===== src/rtl/seq_detect_pkg.sv =====
// Shared definitions for the serial pattern detector: FSM state encoding
// and the legal range of the pattern-width parameter.
package seq_detect_pkg;

   typedef enum logic [1:0] {
      UNCFG = 2'b00,
      HUNT  = 2'b01,
      ARMED = 2'b10
   } state_e;

   localparam int PAT_W_MIN = 2;
   localparam int PAT_W_MAX = 16;

   // True when a pattern width lies inside the supported range.
   function automatic bit pat_w_legal(input int w);
      return (w >= PAT_W_MIN) && (w <= PAT_W_MAX);
   endfunction

endpackage


===== src/rtl/sat_counter.sv =====
// Saturating up-counter: holds at all-ones, synchronous clear has priority
// over increment, asynchronous active-high reset.
module sat_counter #(
   parameter int WIDTH = 8
) (
   input  logic             clk,
   input  logic             rst,
   input  logic             inc,
   input  logic             clr,
   output logic [WIDTH-1:0] cnt_o
);

   logic [WIDTH-1:0] cnt_q;

   // Count up on inc, stick at all-ones, clear on clr.
   always_ff @(posedge clk or posedge rst) begin
      if (rst) begin
         cnt_q <= '0;
      end else if (clr) begin
         cnt_q <= '0;
      end else if (inc && (cnt_q != '1)) begin
         cnt_q <= cnt_q + WIDTH'(1);
      end
   end

   assign cnt_o = cnt_q;

endmodule


===== src/rtl/seq_detect_fsm.sv =====
// Configurable serial sequence detector. Bits shift into a history register
// while en=1; y pulses one cycle after the bit that completes the pattern.
// Optional feature: define MATCH_CNT_EN to add the saturating match_cnt port.
module seq_detect_fsm
   import seq_detect_pkg::*;
#(
   parameter int PAT_W   = 8,
   parameter int OVERLAP = 1,
   parameter int CNT_W   = 8
) (
   input  logic                         clk,
   input  logic                         rst,
   input  logic                         en,
   input  logic                         x,
   input  logic                         cfg_we,
   input  logic [PAT_W-1:0]             cfg_pattern,
   input  logic [$clog2(PAT_W+1)-1:0]   cfg_len,
   output logic                         y,
   output logic [1:0]                   state
`ifdef MATCH_CNT_EN
   ,
   output logic [CNT_W-1:0]             match_cnt
`endif
);

   localparam int LEN_W = $clog2(PAT_W + 1);
   localparam logic [LEN_W-1:0] PAT_W_L = LEN_W'(PAT_W);
   // An out-of-range instance never accepts a configuration and stays idle.
   localparam bit PARAMS_LEGAL = pat_w_legal(PAT_W) && (CNT_W >= 1);

   state_e           state_q;
   logic [PAT_W-1:0] hist_q;
   logic [PAT_W-1:0] pat_q;
   logic [LEN_W-1:0] fill_q;
   logic [LEN_W-1:0] len_q;
   logic             y_q;

   logic [PAT_W-1:0] hist_d;
   logic [LEN_W-1:0] fill_d;
   logic             match_d;
   logic             cfg_ok;
   logic             shift_en;

   // Mask selecting the low l bits of the pattern/history.
   function automatic logic [PAT_W-1:0] len_mask(input logic [LEN_W-1:0] l);
      logic [PAT_W-1:0] m;
      for (int i = 0; i < PAT_W; i++) begin
         m[i] = (LEN_W'(i) < l);
      end
      return m;
   endfunction

   // Next history/fill and match decision for the bit presented this cycle.
   always_comb begin
      cfg_ok   = PARAMS_LEGAL && cfg_we && (cfg_len != '0) && (cfg_len <= PAT_W_L);
      shift_en = en && ((state_q == HUNT) || (state_q == ARMED));
      hist_d   = {hist_q[PAT_W-2:0], x};
      fill_d   = (fill_q == PAT_W_L) ? fill_q : (fill_q + LEN_W'(1));
      match_d  = shift_en && (fill_d >= len_q) &&
                 (((hist_d ^ pat_q) & len_mask(len_q)) == '0);
   end

   // Detector FSM with registered match pulse; accepted config wins over data.
   always_ff @(posedge clk or posedge rst) begin
      if (rst) begin
         state_q <= UNCFG;
         hist_q  <= '0;
         fill_q  <= '0;
         pat_q   <= '0;
         len_q   <= '0;
         y_q     <= 1'b0;
      end else if (cfg_ok) begin
         pat_q   <= cfg_pattern;
         len_q   <= cfg_len;
         hist_q  <= '0;
         fill_q  <= '0;
         state_q <= HUNT;
         y_q     <= 1'b0;
      end else begin
         case (state_q)
            UNCFG: begin
               y_q <= 1'b0;
            end
            HUNT, ARMED: begin
               if (en) begin
                  hist_q <= hist_d;
                  y_q    <= match_d;
                  if (match_d && (OVERLAP == 0)) begin
                     fill_q  <= '0;
                     state_q <= HUNT;
                  end else begin
                     fill_q  <= fill_d;
                     state_q <= (fill_d >= len_q) ? ARMED : HUNT;
                  end
               end else begin
                  y_q <= 1'b0;
               end
            end
            default: begin
               state_q <= UNCFG;
               y_q     <= 1'b0;
            end
         endcase
      end
   end

   assign y     = y_q;
   assign state = state_q;

`ifdef MATCH_CNT_EN
   logic cnt_inc;

   // A match that is overridden by a same-cycle configuration is not counted.
   always_comb begin
      cnt_inc = match_d && !cfg_ok;
   end

   sat_counter #(
      .WIDTH (CNT_W)
   ) u_match_cnt (
      .clk   (clk),
      .rst   (rst),
      .inc   (cnt_inc),
      .clr   (cfg_ok),
      .cnt_o (match_cnt)
   );
`endif

endmodule


===== config.mk =====
export PLATFORM = sky130hd
export DESIGN_NAME = seq_detect_fsm
export DESIGN_NICKNAME = d
export VERILOG_FILES = /design/src/rtl/seq_detect_pkg.sv /design/src/rtl/sat_counter.sv /design/src/rtl/seq_detect_fsm.sv
export SDC_FILE = /design/constraint.sdc
export NUM_CORES = 1
export LEC_CHECK = 0
export CAP_MARGIN = 15
export CORE_MARGIN = 8
export CORE_UTILIZATION = 45
export CTS_BUF_LIST = sky130_fd_sc_hd__clkbuf_16
export DETAILED_ROUTE_END_ITERATION = 6
export PLACE_DENSITY_LB_ADDON = 0.05
export SLEW_MARGIN = 40
export SYNTH_ARGS = -nofsm -noshare
export SYNTH_HDL_FRONTEND = slang
export SYNTH_SLANG_ARGS = --single-unit

===== constraint.sdc =====
create_clock -name clk -period 2.8 [get_ports clk]
set_input_delay 0.56 -clock clk [delete_from_list [all_inputs] [get_ports clk]]
set_output_delay 0.56 -clock clk [all_outputs]
set_load 0.005 [all_outputs]

==> out/results.txt, run 1 <==
The flow ran to the end, and the final reports show no timing, DRC or antenna violations. For the number of global-route vias before repair, the log shows 1096. TritonCTS built the clock tree.

The tree is rooted in a clkbuf_16. After synthesis, the share of flip-flops with an asynchronous set or reset is 100%. Across the run, the number of max-cap violations was 0. After floorplanning, the core was divided into 20 placement rows. The wire length of the first global-routing pass is 4900 um.

The cell type with the highest occurrence count on the critical path is ha_1. Endpoint required time on the critical path: 2.94 ns. The tools report the number of H-tree branching levels as 1. The end point of the worst hold path was pat_q[6]. At the end of the flow, the number of nets in the layout was 188. The floorplan step defined a die boundary enclosing 0.00517 sq mm.

The number of design-rule violations left by the first detailed-router iteration is 34, and the routed length per placed instance is 14.0 um. The critical path starts at fill_q[0]. Clock skew on the completed layout was measured at 0.00275 ns. The switching share of total power is 30.2%.

The detail route stage leaves a number of antenna-violating nets equal to 0. In this run the cell area measured after placement is 0.00164 sq mm. Before CTS, the worst setup slack after placement is 0.369 ns. The cell area that synthesis handed to floorplanning was 0.00141 sq mm. Pin placement for this block handled 20 I/O pins. On the worst path, the slowest cell contributes a delay of 0.42 ns. The number of remaining DRC errors came out at 0. From left edge to right edge, the die measures 71.9 um.

The reg2reg setup slack is 0.39 ns, and the global-route congestion overflow total is 0. The global routing usage summed across all routing layers was 11.6%. The number of antenna violations at the first check in global routing was 0. Traced cell by cell, the critical path runs through inv_1 -> ha_1 -> nand2_1 -> nor2_1 -> xnor2_1 -> ha_1 -> nand2b_1 -> a2111oi_0 -> nor3_1 -> o22ai_1 -> a221o_1.

After the flow finishes, the layout carries non-filler instances totaling 196. STA classifies the critical path startpoint as a register. The maximum clock frequency is 415 MHz. The share of total power dissipated in the clock network is 29.8%. The mean instance size in the synthesized netlist is 9.97 sq um. For this block, the via count after detailed routing is 1049. The number of buffers added on ports was 19; the critical path data arrival time was 2.55 ns. The number of buffer and inverter stages on the critical path works out to 1.

After detailed routing, the number of vias per cell comes to 5.35. Entering global routing, the biggest net connects 27 pins. Number of distinct library cells after synthesis: 33.

The count of TritonRoute iterations in the first routing pass came out at 4. The synthesized netlist net count was 165; the post-cts resize count was 0. The sequential element share of the synthesized area is 46.3%, and the combinational power share is 32.4%.

The run gives 0.969 mW as the internal power component. Sorting the synthesized cells by area gives the leading types as dfrtp_1 (46%), ha_1 (6.2%), xnor2_1 (6.2%), nand2_1 (5.9%), a21oi_1 (5.0%). Summed over all nets, the switching power comes to 0.419 mW. The tools report the total core area as 0.00300 sq mm. For this design the static power due to leakage is 0.734 nW. The tools report the antenna diode instance count as 0. The largest individual stage delay along the critical path comes from the cell dfrtp_1. The clock passes through at most 2 buffers. Buffers inserted during clock tree synthesis total 3. Of the cells placed in the final design, the portion with a size suffix greater than 1 is 9.20%.

Setup repair after global routing left no endpoint under its margin. For this design, the CTS-stage hold fixing added 0 buffers. The tools report the final setup slack of the worst path as 0.391 ns. Setup violations remaining at the end of the flow were counted as 0.

The cell area power density came out at 798 mW/mm^2. The number of placed instances, taps included, is 192. The clock sink count is 26. The origin of the critical flop-to-flop path was fill_q[0]. Critical path's top delay family: simple AND/OR/NAND/NOR gates.

Start point of the worst hold path: pat_q[6]. The clock-pin slew on the worst setup and hold paths works out to 0.07 ns. Buffers inserted during post-CTS setup optimization: 0. The final worst hold slack is 0.511 ns.

The number of hold violations in the final report is 0, and the clock insertion delay at the later pin of the skew report is 0.26 ns. For the relative slew slack, the log shows 56.5%. The min-delay analysis places its worst path in the category register to register. In this run the vertical extent of the chip is 71.9 um. The tools report the detailed placement HPWL as 2090 um. In this run, synthesis inferred 0 flip-flops with an integrated enable.

The number of slew-limit violations in the final report was 0; the sequential share of power was 37.8%. The finished cells cover 0.00174 sq mm. Setup total negative slack on the finished layout was measured at 0 ns. The worst-case IR drop observed on VDD is 0.356 mV. The shortest period the worst path allows was 2.41 ns; the register bit total from synthesis was 26.

Type of the worst setup path: register to register. The worst register-to-register path has a depth of 11. Of all cell types, the one taking the most synthesized area is dfrtp_1. STA classifies the critical path endpoint as a register. The top-area cell type share of the netlist area came out at 46.3%. The number of cells traversed by the worst hold path is 1. The congestion estimate from routability-driven global placement came to 0.721.

Of the available clock period, the critical path in the final layout requires 86.0%. The gate count of the mapped netlist is 141. The worst-path maximum fanout is 5. The tools report the overall routed net length as 2740 um. The area growth from synthesis to layout is 23.9%.

The most used flip-flop cell after synthesis is dfrtp_1. In this run the critical register-to-register path is captured at state[0]. At the pin with the least slew margin, the transition time is 0.649 ns. The number of warning messages in the yosys log is 0, and the initial cell density of the core is 46.8%.
-- metrics by stage --
step / total power [mW] / utilization (%)
finish: 1.39 / 58.0
global placement: 0.964 / 54.2
global route: 1.49 / 58.0
detailed placement: 0.988 / 54.5
CTS: 1.41 / 58.0
floorplan: 0.846 / -
-- worst max-delay path by stage --
stage                          end  depth (start not counted)  slack [ns]
final                     state[0]                         11        0.39
after CTS                 state[0]                         11        0.34
after detailed placement  state[0]                         11        0.37
after global placement    pat_q[5]                          4        0.32
after global routing      state[0]                         11         0.1
after floorplan           state[0]                         11        0.65
-- layer usage --
layer  track usage, %  share of wire (%)  wire, um  up-vias
li1                 -                  -         -      532
met1             15.0                 49      1340      494
met2             19.1                 48      1310       18
met3             2.23                2.5        68        5
met4             3.40               0.95        26        0
met5                0                  0         0        -
-- registers in the layout (all words and copies together), names as in the netlist --
register,count
y,1
state,2
hist_q,7
pat_q,8
len_q,4
fill_q,4
-- Yosys cell counts (2+ instances only) --
cell type and n:
dfrtp_1 26, nand2_1 22, a21oi_1 14, xnor2_1 10, nor2_1 9, inv_1 8, ha_1 7, nor3_1 6
o21ai_0 5, mux2_1 4, mux2_2 3, nand2b_1 3, buf_6 2, mux2_4 2, nand3_1 2
-- power groups by stage --
stage,Clock (mW),Combinational (mW),Sequential (mW)
floorplan,0,0.329,0.517
global placement,0,0.436,0.528
detailed placement,0,0.457,0.532
CTS,0.421,0.460,0.525
global route,0.438,0.516,0.538
finish,0.414,0.450,0.525
-- logic make-up after synthesis --
| group | after synthesis | share of synthesized area, % |
|---|---|---|
| flip-flops | 26 | 46.3 |
| buffers and inverters | 12 | 4.36 |
| AND/OR/NAND/NOR | 48 | 16.3 |
| multiplexers | 10 | 8.46 |
| AO/OA/AOI/OAI | 27 | 11.5 |
| XOR/XNOR | 11 | 6.86 |
| adder cells (fa/ha/maj) | 7 | 6.23 |
-- layout by cell type (no fill, tap or decap), drive strengths merged --
master	n
o22ai	1
nand4b	1
nand3	2
xnor2	10
clkdlybuf4s50	19
a31o	1
bufinv	1
nor2	9
a221o	1
o32ai	1
ha	7
and4b	1
nor2b	1
a2111oi	1
and2	1
o21ai	6
xor2	1
inv	8
o221ai	1
nand2	22
nor3	7
or3	1
a31oi	1
dfrtp	26
mux2	9
mux2i	1
a21oi	14
nand2b	3
clkbuf	3
buf	3
-- area by class of cell --
| cell class | instances | area (sq um) |
|---|---|---|
| well taps | 33 | 41.3 |
| multi-input cells | 103 | 701 |
| clock inverters | 1 | 30.0 |
| flip-flops and latches | 26 | 651 |
| repair buffers | 22 | 213 |
| fillers | 275 | 1260 |
| clock buffers | 3 | 75.1 |
| inverters | 8 | 30.0 |
Note: power is estimated with default switching activity, not from simulation.
==> inputs of run 2 (changes only) <==
--- a/config.mk
+++ b/config.mk
@@ -7,4 +7,5 @@
 export LEC_CHECK = 0
 export CAP_MARGIN = 15
+export CORE_ASPECT_RATIO = 0.9
 export CORE_MARGIN = 8
 export CORE_UTILIZATION = 45
==> constraint.sdc (replaced) <==
create_clock -name clk -period 2.8 [get_ports clk]
set_input_delay 0.56 -clock clk [delete_from_list [all_inputs] [get_ports clk]]
set_output_delay 0.56 -clock clk [all_outputs]
set_load 0.01 [all_outputs]
==> run 2 against run 1 <==
Against the previous run:
- clock power decreased by 1%
- count of clock-buffer cells in the layout unchanged
- hold slack improved by 0.0062 ns
- maximum frequency decreased by 2.6%
- flip-flop and latch count unchanged
- core utilization increased by 0.31 points
- critical path type unchanged
- critical endpoint unchanged
- largest power group unchanged
==> out/results.txt, run 2 (synthesized netlist as in run 1, its figures left out) <==
The number of antenna violations at the first check in global routing came out at 0 (unchanged). The shortest period the worst path allows is 2.47 ns (+0.0643 ns), and the post-cts resize count is 0 (unchanged). The largest voltage drop on the vdd net is 0.477 mV (+34%).

The x dimension of the die is 74.9 um (+4.2%), and the overall routed net length is 2830 um (+3.3%). The number of flip-flops under the largest register name is 8 (unchanged). The net count of the finished layout is 189 (+0.53%). The type of the worst setup path was register to register. The number of remaining DRC errors was 0 (unchanged).

Compared with the post-synthesis result, the final layout area differs by 25.2%. The slew at the pin closest to its max-slew limit works out to 0.646 ns (-0.00378 ns). The routed length per placed instance works out to 13.7 um (-1.8%). The tools report the max-capacitance violation count as 0 (unchanged). For the cell area after placement, the log shows 0.00165 sq mm (+1.1%). The cell area power density is 794 mW/mm^2 (-0.46%). The final period utilization came out at 88.3% (+2.3 points). Summed area of non-filler cells in the final layout: 0.00176 sq mm (+1.1%). The run gives 27 (unchanged) as the maximum number of pins on one net before global-route repair. The wire length of the first global-routing pass came out at 4970 um (+1.5%). In this run the worst hold path is classified as register to register. The worst setup path is launched from a register.

The initial cell density of the core was 46.5% (-0.25 points). The tools report the clock sink count as 26 (unchanged). The run gives 0 (unchanged) as the number of slew-limit violations in the final report.

The tools report the clock group share of total power as 29.3% (-0.5 points). The tools report the endpoint required time on the critical path as 2.94 ns (about the same). The internal power component is 0.970 mW (+0.16%). The clock-pin slew on the worst setup and hold paths is 0.06 ns (about the same), and the static leakage is 0.739 nW (+0.70%).

The tools report the power spent charging and discharging nets as 0.426 mW (+1.7%). The largest registers in the layout are pat_q x8, hist_q x7. The combinational power share came out at 32.9% (+0.5 points). The tools report the count of TritonRoute iterations in the first routing pass as 4 (unchanged). The tools report the number of buffers inserted during clock tree synthesis as 3 (unchanged). Setup repair after global routing left no endpoint under its margin. Leaving out fill and tap cells, the most frequent cells in the layout are dfrtp_1 (26), nand2_1 (22), clkdlybuf4s50_1 (19). The run gives 0.26 ns (about the same) as the clock insertion delay at the later pin of the skew report. The antenna diode instance count was 0 (unchanged); the final worst hold slack was 0.517 ns (+0.00617 ns). The number of buffers added on ports was 19 (unchanged); the global routing usage summed across all routing layers was 11.9% (+0.30 points). The logs give 404 MHz (-2.6%) for the maximum clock frequency and 0 (unchanged) for the antenna violation net count after detailed routing. The tools report the detailed placement HPWL as 2110 um (+0.70%). The relative slew slack is 56.8% (+0.25 points), and the count of vias placed by the detailed router is 1084 (+3.3%). The buffers inserted during post-CTS setup optimization came out at 0 (unchanged). TritonCTS built the clock tree. The aggregate negative setup slack came out at 0 ns (unchanged). For the share of the core filled with cells, the log shows 58.3% (+0.31 points).

The cell sitting at the root of the clock tree is a clkbuf_16. The tools report the maximum clock path buffer count as 2 (unchanged). The overall die area is 0.00517 sq mm (about the same). The number of cells traversed by the worst hold path works out to 1 (unchanged). For the standard-cell row count, the log shows 19 (-5.0%). The total of hold buffers inserted after clock tree synthesis was 0 (unchanged); the switching share of total power was 30.5% (+0.32 points). The tools report the weighted congestion at the end of routability-driven global placement as 0.777 (+7.7%). The number of ports placed on the die boundary was 20 (unchanged); the proportion of layout cells with a drive suffix above 1 was 9.76% (+0.55 points). Nature of the critical path endpoint: a register. For the final setup violation count, the log shows 0 (unchanged). The overall die height is 69.0 um (-4.0%), and the number of hold violations in the final report is 0 (unchanged).

For the clock skew, the log shows 0.00142 ns (-0.00133 ns). The total core area was 0.00302 sq mm (+0.54%). The most flop-heavy register was pat_q. The library cell used most frequently in the layout, excluding fill and tap cells, is dfrtp_1.

The via-per-instance ratio is 5.26 (-1.7%). The run gives 0 (unchanged) as the global-route congestion overflow total. The tools report the critical path data arrival time as 2.62 ns (+0.07 ns). The sequential share of power was 37.9% (about the same).

The run gives 269 (-2.2%) as the number of filler cells placed in the layout. The number of global-route vias before repair was 1129 (+3.0%). Worst-path maximum fanout: 5 (unchanged). The run finished with clean final reports. The depth of the most critical reg-to-reg path was 11 (unchanged); the number of design-rule violations left by the first detailed-router iteration was 67 (+97%). The number of H-tree branching levels was 1 (unchanged).
[run 2: per-stage QoR]
| stage | cells | setup slack (ns) | power, mW |
|---|---|---|---|
| floorplan | 141 | 0.654 | 0.850 |
| global placement | 202 | 0.318 | 0.973 |
| detailed placement | 202 | 0.313 | 0.995 |
| CTS | 206 | 0.290 | 1.41 |
| global route | 206 | 0.150 | 1.49 |
| finish | 206 | 0.326 | 1.40 |
[run 2: worst paths after layout]
| path | endpoint | start | slack, ns |
|---|---|---|---|
| max reg2reg | state[0] | fill_q[0] | 0.33 |
| min in group asynchronous | pat_q[7] | rst | 0.65 |
| min | pat_q[7] | pat_q[7] | 0.52 |
| min reg2reg | pat_q[7] | pat_q[7] | 0.52 |
| max | state[0] | fill_q[0] | 0.33 |
| max in group asynchronous | y | rst | 1.90 |
[run 2: area by class of cell]
type / instances / area, sq um / area share [%]
flip-flops and latches: 26 / 651 / 37.0
inverters: 8 / 30.0 / 1.71
multi-input cells: 103 / 701 / 39.8
well taps: 42 / 52.6 / 2.99
repair buffers: 23 / 220 / 12.5
clock buffers: 3 / 75.1 / 4.27
clock inverters: 1 / 30.0 / 1.71
[run 2: power groups by stage]
stage / Clock (mW) / Sequential, mW / Combinational [mW]
2_1_floorplan: 0 / 0.521 / 0.329
3_3_place_gp: 0 / 0.529 / 0.444
3_5_place_dp: 0 / 0.535 / 0.460
4_1_cts: 0.418 / 0.528 / 0.469
5_1_grt: 0.431 / 0.540 / 0.524
6_report: 0.409 / 0.529 / 0.459
[run 2: worst max-delay path, cell delays in order (launching register included)]
cell and delay, ns:
dfrtp_1 0.43, inv_1 0.11, ha_1 0.15, nand2_1 0.07, nor2_1 0.19, xnor2_1 0.09, ha_1 0.26, nand2b_1 0.09
a2111oi_0 0.08, nor3_1 0.41, o22ai_1 0.16, a221o_1 0.31
[run 2: layer usage]
| metal | global-route usage (%) | wire (um) | vias up |
|---|---|---|---|
| li1 | - | - | 529 |
| met1 | 14.2 | 1210 | 534 |
| met2 | 20.2 | 1510 | 19 |
| met3 | 3.61 | 92 | 2 |
| met4 | 2.61 | 15 | 0 |
| met5 | 0 | 0 | - |
